[config.mk]
export PLATFORM = sky130hd
export DESIGN_NAME = mercury2_dac_sequencer
export DESIGN_NICKNAME = d
export VERILOG_FILES = /design/src/rtl/mercury2_dac_pkg.sv /design/src/rtl/dac_spi_shifter.sv /design/src/rtl/mercury2_dac_sequencer.sv
export SDC_FILE = /design/constraint.sdc
export NUM_CORES = 1
export LEC_CHECK = 0
export BUFFER_PORTS_ARGS = -buffer_cell sky130_fd_sc_hd__buf_2
export CAP_MARGIN = 40
export CORE_ASPECT_RATIO = 1.4
export CORE_UTILIZATION = 52
export CTS_CLUSTER_DIAMETER = 80
export DETAILED_ROUTE_END_ITERATION = 16
export GPL_ROUTABILITY_DRIVEN = 0
export PLACE_DENSITY_LB_ADDON = 0.15
export SKIP_CTS_REPAIR_TIMING = 1
export SYNTH_ARGS = -nofsm -noshare
export SYNTH_HDL_FRONTEND = slang
export SYNTH_SLANG_ARGS = --single-unit
[constraint.sdc]
create_clock -name clk_50MHZ -period 5.45 [get_ports clk_50MHZ]
set_input_delay 0.8175 -clock clk_50MHZ [delete_from_list [all_inputs] [get_ports clk_50MHZ]]
set_output_delay 0.8175 -clock clk_50MHZ [all_outputs]
set_load 0.02 [all_outputs]
[src/rtl/mercury2_dac_pkg.sv]
// Shared types and constants for the Mercury2 DAC sequencer: FSM encodings, the
// frame header and the settling-delay calculation.
package mercury2_dac_pkg;

    typedef enum logic [2:0] {
        StIdle,
        StLoad,
        StShift,
        StGap,
        StLdac,
        StSettle
    } seq_state_e;

    typedef enum logic [1:0] {
        SpIdle,
        SpLoad,
        SpShift,
        SpTail
    } spi_state_e;

    // Frame bits 14..12, sitting between the channel bit and the 12-bit code.
    localparam logic [2:0] FrameHdr = 3'b011;

    // ceil(freq * t), tolerant of the float error in values like 4.5e-6.
    function automatic int unsigned delay_clocks(input int unsigned freq, input real t);
        real         prod;
        int unsigned n;
        prod = real'(freq) * t;
        n    = $rtoi(prod);
        if (real'(n) < prod - 1.0e-6) begin
            n = n + 1;
        end
        return n;
    endfunction

endpackage

[src/rtl/dac_spi_shifter.sv]
// Serialises one 16-bit DAC frame MSB first: one load cycle, then per bit sck low
// for SckHalf cycles and high for SckHalf cycles; done marks the cycle before csn rises.
module dac_spi_shifter
    import mercury2_dac_pkg::*;
#(
    parameter int unsigned SckHalf = 2
) (
    input  logic        i_clk,
    input  logic        i_rst_n,
    input  logic        i_start,
    input  logic [15:0] i_frame,
    output logic        o_done,
    output logic        o_csn,
    output logic        o_sck,
    output logic        o_sdi
);

    localparam int unsigned     HalfW    = (SckHalf > 1) ? $clog2(SckHalf) : 1;
    localparam logic [HalfW-1:0] HalfLast = HalfW'(SckHalf - 1);

    spi_state_e       r_state;
    logic [15:0]      r_shreg;
    logic [3:0]       r_bit;
    logic [HalfW-1:0] r_cnt;
    logic             r_csn;
    logic             r_sck;
    logic             r_sdi;

    always_ff @(posedge i_clk or negedge i_rst_n) begin
        if (!i_rst_n) begin
            r_state <= SpIdle;
            r_shreg <= '0;
            r_bit   <= '0;
            r_cnt   <= '0;
            r_csn   <= 1'b1;
            r_sck   <= 1'b0;
            r_sdi   <= 1'b0;
        end else begin
            unique case (r_state)
                SpIdle: begin
                    if (i_start) begin
                        r_shreg <= i_frame;
                        r_csn   <= 1'b0;
                        r_sdi   <= i_frame[15];
                        r_sck   <= 1'b0;
                        r_bit   <= '0;
                        r_cnt   <= '0;
                        r_state <= SpLoad;
                    end
                end
                SpLoad: r_state <= SpShift;
                SpShift: begin
                    if (r_cnt == HalfLast) begin
                        r_cnt <= '0;
                        if (!r_sck) begin
                            r_sck <= 1'b1;
                        end else begin
                            // Falling edge: next data bit goes out while sck is low.
                            r_sck <= 1'b0;
                            if (r_bit == 4'd15) begin
                                r_state <= SpTail;
                            end else begin
                                r_bit   <= r_bit + 4'd1;
                                r_shreg <= {r_shreg[14:0], 1'b0};
                                r_sdi   <= r_shreg[14];
                            end
                        end
                    end else begin
                        r_cnt <= r_cnt + 1'b1;
                    end
                end
                SpTail: begin
                    r_csn   <= 1'b1;
                    r_sdi   <= 1'b0;
                    r_state <= SpIdle;
                end
                default: r_state <= SpIdle;
            endcase
        end
    end

    assign o_done = (r_state == SpTail);
    assign o_csn  = r_csn;
    assign o_sck  = r_sck;
    assign o_sdi  = r_sdi;

endmodule

[src/rtl/mercury2_dac_sequencer.sv]
// Multi-channel serial DAC sequencer: shadow/pending registers per channel, round-robin
// dispatch to the SPI shifter, then LDAC pulse and analog settling wait.
module mercury2_dac_sequencer
    import mercury2_dac_pkg::*;
#(
    parameter int unsigned ClockFreq    = 50_000_000,
    parameter real         SettlingTime = 4.5e-6,
    parameter int unsigned NumChannels  = 2,
    parameter int unsigned DataWidth    = 10,
    parameter int unsigned SckHalf      = 2,
    localparam int unsigned ChanW       = (NumChannels > 1) ? $clog2(NumChannels) : 1
) (
    input  logic                 clk_50MHZ,
    input  logic                 reset_n,
    input  logic                 wr_en,
    input  logic [ChanW-1:0]     wr_chan,
    input  logic [DataWidth-1:0] wr_data,
    input  logic                 sync_mode,
    output logic                 busy,
    output logic                 settled,
    output logic                 wr_err,
    output logic                 dac_csn,
    output logic                 dac_sdi,
    output logic                 dac_ldac,
    output logic                 dac_sck
);

    localparam int unsigned       DelayClocks = delay_clocks(ClockFreq, SettlingTime);
    localparam int unsigned       SettleW     = (DelayClocks > 0) ? $clog2(DelayClocks + 1) : 1;
    localparam logic [SettleW-1:0] SettleLast =
        SettleW'((DelayClocks > 0) ? DelayClocks - 1 : 0);
    localparam int unsigned       HalfW       = (SckHalf > 1) ? $clog2(SckHalf) : 1;
    localparam logic [HalfW-1:0]  HalfLast    = HalfW'(SckHalf - 1);

    seq_state_e           r_state;
    logic [DataWidth-1:0] r_shadow [NumChannels];
    logic [NumChannels-1:0] r_pending;
    logic [ChanW-1:0]     r_rr;
    logic [HalfW-1:0]     r_cnt;
    logic [SettleW-1:0]   r_settle;
    logic                 r_ldac;
    logic                 r_err;

    logic [ChanW-1:0]     w_sel;
    logic                 w_any;
    logic [DataWidth-1:0] w_sel_data;
    logic [11:0]          w_data12;
    logic [15:0]          w_frame;
    logic                 w_start;
    logic                 w_done;
    logic                 w_gap_end;

    // First pending channel at or after r_rr, wrapping.
    always_comb begin
        logic [NumChannels-1:0] pend_rot;
        int unsigned            c;
        w_sel    = '0;
        w_any    = 1'b0;
        pend_rot = '0;
        c        = 0;
        for (int unsigned i = 0; i < NumChannels; i++) begin
            c        = (32'(r_rr) + i) % NumChannels;
            pend_rot = r_pending >> c;
            if (!w_any && pend_rot[0]) begin
                w_any = 1'b1;
                w_sel = ChanW'(c);
            end
        end
    end

    always_comb begin
        w_sel_data = '0;
        for (int unsigned k = 0; k < NumChannels; k++) begin
            if (32'(w_sel) == k) begin
                w_sel_data = r_shadow[k];
            end
        end
        w_data12 = 12'(w_sel_data) << (12 - DataWidth);
        w_frame  = {w_sel[0], FrameHdr, w_data12};
    end

    assign w_gap_end = (r_state == StGap) && (r_cnt == HalfLast);
    assign w_start   = w_any && ((r_state == StIdle) || (w_gap_end && sync_mode));

    always_ff @(posedge clk_50MHZ or negedge reset_n) begin
        if (!reset_n) begin
            r_state   <= StIdle;
            r_pending <= '0;
            r_rr      <= '0;
            r_cnt     <= '0;
            r_settle  <= '0;
            r_ldac    <= 1'b1;
            r_err     <= 1'b0;
            for (int unsigned k = 0; k < NumChannels; k++) begin
                r_shadow[k] <= '0;
            end
        end else begin
            // A write in the dispatch cycle wins over the pending clear.
            for (int unsigned k = 0; k < NumChannels; k++) begin
                if (wr_en && (32'(wr_chan) == k)) begin
                    r_shadow[k]  <= wr_data;
                    r_pending[k] <= 1'b1;
                end else if (w_start && (32'(w_sel) == k)) begin
                    r_pending[k] <= 1'b0;
                end
            end
            if (wr_en && (32'(wr_chan) >= NumChannels)) begin
                r_err <= 1'b1;
            end
            if (w_start) begin
                r_rr <= (32'(w_sel) == NumChannels - 1) ? '0 : w_sel + ChanW'(1);
            end

            case (r_state)
                StIdle: begin
                    if (w_any) begin
                        r_state <= StLoad;
                    end
                end
                StLoad: r_state <= StShift;
                StShift: begin
                    if (w_done) begin
                        r_cnt   <= '0;
                        r_state <= StGap;
                    end
                end
                StGap: begin
                    if (r_cnt == HalfLast) begin
                        r_cnt <= '0;
                        if (sync_mode && w_any) begin
                            r_state <= StLoad;
                        end else begin
                            r_ldac  <= 1'b0;
                            r_state <= StLdac;
                        end
                    end else begin
                        r_cnt <= r_cnt + 1'b1;
                    end
                end
                StLdac: begin
                    if (r_cnt == HalfLast) begin
                        r_cnt    <= '0;
                        r_ldac   <= 1'b1;
                        r_settle <= '0;
                        r_state  <= (DelayClocks == 0) ? StIdle : StSettle;
                    end else begin
                        r_cnt <= r_cnt + 1'b1;
                    end
                end
                StSettle: begin
                    if (r_settle == SettleLast) begin
                        r_state <= StIdle;
                    end else begin
                        r_settle <= r_settle + 1'b1;
                    end
                end
                default: r_state <= StIdle;
            endcase
        end
    end

    dac_spi_shifter #(
        .SckHalf (SckHalf)
    ) u_shifter (
        .i_clk   (clk_50MHZ),
        .i_rst_n (reset_n),
        .i_start (w_start),
        .i_frame (w_frame),
        .o_done  (w_done),
        .o_csn   (dac_csn),
        .o_sck   (dac_sck),
        .o_sdi   (dac_sdi)
    );

    assign busy     = (|r_pending) || (r_state != StIdle);
    assign settled  = ~busy;
    assign wr_err   = r_err;
    assign dac_ldac = r_ldac;

endmodule

==> results by group <==
Routing
  • Via Count: 2124
  • DRC: 0
  • DRT antenna net count: 0
  • Number of DRC markers in iteration 0: 80
  • Vias per inst: 5.725
  • Routed wire per std cell: 14.89 um
  • DRT Pass-1 Iters: 4
  • Drt total wl: 5.524 mm

Finish
  • Most frequent cells in the layout: dfrtp_1 (57), mux2_2 (28), buf_2 (20)
  • Area Growth Syn to Fin: 10.52%
  • Nets@finish: 321
  • Final cell count without fillers: 371
  • Commonest non-fill, non-tap cell in the layout: dfrtp_1
  • Layout cells sized above 1: 23.76%
  • Fin area: 0.003366 mm^2
  • Number of inserted diodes: 0
  • Fillers: 489

Clocking
  • CTS Buf Count: 9
  • Clk sinks: 59
  • CTS tree: done
  • Skew-Pair Late Insertion Delay: 0.34 ns
  • # H-tree levels: 3
  • Root Buffer: clkbuf_8
  • Maximum buffer depth of the clock tree: 2
  • Worst-path clk slew: 0.07 ns

Timing
  • Final Critical Period: 2.687 ns
  • Pins Over Slew Limit: 0
  • Fmax: 0.3721 GHz
  • Final Cycle Share: 49.31%
  • Clk_skew: 0.009943 ns
  • Post-route setup TNS: 0 ns
  • Worst setup margin: 2.763 ns
  • Slew HR: 51.12%
  • Final hold viol count: 0
  • # setup viols final: 0
  • Worst Tran Pin Value: 0.7332 ns
  • RSZ-0062 raised after global routing: no

Floorplan
  • Row Count: 32
  • Core area: 0.005565 mm^2
  • Die X: 66.68 um
  • Initial Utilization: 54.72%
  • Overall die height: 92.55 um
  • IO Pins: 22
  • DIE AREA: 0.006171 mm^2

Power
  • Peak VDD IR: 0.1898 mV
  • Cell area power density: 269.4 mW/mm^2
  • Register share of total power: 51.8%
  • Sw Ratio: 21.93%
  • Clock power share: 41.7%
  • Pint: 0.0007079 W
  • NetSw: 0.0001988 W
  • Pleak: 1.512 nW
  • Combinational Power Share: 6.5%

Synth
  • Register area share after synthesis: 48.56%
  • Syn nets: 304
  • Mapped Cells: 281
  • Top FF cell, synth: dfrtp_1
  • #FFs+latches synth: 59
  • Post-synth EDFFs: 0
  • Mean post-synth cell area: 10.84 um^2
  • YS warnings: 1
  • Ys async rst share: 100.0%
  • Post-synthesis cell type count: 55
  • Mapped cell area: 0.003045 mm^2

Global routing
  • GR Util All Layers: 20.49%
  • Initial antenna violation count: 0
  • First-pass GRT wire length: 9.308 mm
  • Global route total overflow: 0
  • Largest net degree at the start of global routing: 60
  • Vias in the first global route: 2067

Place
  • Post-DP HPWL: 3.772 mm
  • Placed cell count: 355
  • Placed Area: 0.003174 mm^2
  • Pre-CTS setup slack: 2.599 ns
  • Port bufs: 20

Worst setup path
  • Crit-path cells: or2_1 > or4_1 > inv_1 > buf_2
  • Critical path class: register to output port
  • CP Data Required Time: 4.63 ns
  • Crit path max fanout: 15
  • Startpoint Class: register
  • Slowest library cell on the worst path: dfrtp_1
  • CP Capture Type: output port
  • Worst path max stage delay: 0.52 ns
  • Critical Path AT: 1.87 ns

Outcome
  • Status: completed

Job
  • Max_cap viols: 0

Hold path
  • Tightest Hold Check Type: register to register
## power groups by stage
| stage | combinational (W) | sequential (W) | clock, W |
|---|---|---|---|
| 2_1_floorplan | 0.0000395 | 0.000474 | 0 |
| 3_3_place_gp | 0.0000578 | 0.000477 | 0 |
| 3_5_place_dp | 0.0000595 | 0.000478 | 0 |
| 4_1_cts | 0.0000602 | 0.000470 | 0.000386 |
| 5_1_grt | 0.0000659 | 0.000472 | 0.000402 |
| 6_report | 0.0000586 | 0.000470 | 0.000378 |
## final timing paths
path | endpoint | from | slack (ns) | cells after the start
worst max-delay path | settled | r_state[1]$_DFFE_PN0P_ | 2.76 | 4
worst min-delay path | u_shifter.o_csn$_DFFE_PN1P_ | u_shifter.o_csn$_DFFE_PN1P_ | 0.48 | 2
worst max register to register | u_shifter.r_shreg[10]$_DFFE_PN0P_ | u_shifter.r_state[0]$_DFFE_PN0P_ | 2.80 | 6
worst min register to register | u_shifter.o_csn$_DFFE_PN1P_ | u_shifter.o_csn$_DFFE_PN1P_ | 0.48 | 2
max in group asynchronous | u_shifter.r_shreg[10]$_DFFE_PN0P_ | reset_n | 4.33 | 2
min in group asynchronous | r_settle[4]$_DFFE_PN0P_ | reset_n | 0.61 | 2
## metrics by stage
stage	hold slack, ns	util, %	total power, W
2_1_floorplan	0.4500	-	0.0005137
3_3_place_gp	0.4624	56.90	0.0005349
3_5_place_dp	0.4693	57.04	0.0005377
4_1_cts	0.4801	60.48	0.0009164
5_1_grt	0.5042	60.48	0.0009401
6_report	0.4782	60.48	0.0009067
## cell type report
type                       instances  area, um^2  area share [%]
sequential                        59        1479           43.94
multi-input combinational        193        1443           42.86
clock buffer                      15       186.4           5.539
timing repair buffer              23       122.6           3.643
tap                               68       85.08           2.528
inverter                          12       45.04           1.338
clock inverter                     1       5.005          0.1487
## critical path, delay by kind of cell, from the launching register on
family,cells,cell delay [ns]
DFF,1,0.52
and+or+nand+nor,2,0.79
buffers and inverters,2,0.22
## registers in the layout, indices dropped and copies added (netlist names)
| register | cells |
|---|---|
| dac_ldac | 1 |
| r_cnt | 1 |
| r_pending | 2 |
| r_rr | 1 |
| r_settle | 8 |
| r_shadow | 20 |
| r_state | 3 |
| u_shifter.o_csn | 1 |
| u_shifter.o_sck | 1 |
| u_shifter.o_sdi | 1 |
| u_shifter.r_bit | 4 |
| u_shifter.r_cnt | 1 |
| u_shifter.r_shreg | 13 |
| u_shifter.r_state | 2 |
## metal layers
metal / share of wire (%) / global-route usage, %
met5: 0 / 0
met4: 2.2 / 10.11
met3: 1.8 / 5.172
met2: 54 / 34.93
met1: 42 / 23.16
## cell usage after synthesis (2+ instances only)
cell | instances | area, um^2
a21oi_1 | 10 | 50.05
buf_2 | 2 | 10.01
a21boi_0 | 11 | 82.58
o22ai_1 | 2 | 12.51
or3_1 | 3 | 18.77
o31a_1 | 8 | 70.07
mux2_2 | 28 | 315.3
inv_1 | 12 | 45.04
xnor2_1 | 2 | 17.52
o21ai_0 | 7 | 35.03
nand2b_1 | 13 | 81.33
nor3_1 | 4 | 20.02
clkbuf_1 | 11 | 41.29
mux2i_1 | 4 | 40.04
nor3b_1 | 2 | 15.01
and3_1 | 13 | 81.33
nand2_1 | 14 | 52.55
xor2_1 | 2 | 17.52
ha_1 | 8 | 100.1
nor2_1 | 15 | 56.30
a21o_1 | 2 | 15.01
o211ai_1 | 2 | 15.01
nand3_1 | 5 | 25.02
a2bb2oi_1 | 2 | 17.52
mux2_4 | 3 | 45.04
o2bb2ai_1 | 2 | 17.52
nand3b_1 | 2 | 15.01
dfstp_2 | 2 | 52.55
nor2b_1 | 2 | 12.51
nor4_1 | 3 | 18.77
dfrtp_1 | 57 | 1426
nand4_1 | 2 | 12.51
o31ai_1 | 4 | 30.03
## cell families (layout without fill, tap and decap cells)
kind of cell	Yosys count	count (layout)	synth area share, %
simple gates	84	84	15.24
xor+xnor	4	4	1.151
flops	59	59	48.56
fa+ha+maj	8	8	3.287
other cells	1	1	0.1231
buf+inv	29	51	4.067
compound gates	61	61	14.42
mux	35	35	13.15
No activity file was read; power rests on OpenSTA's default activity.
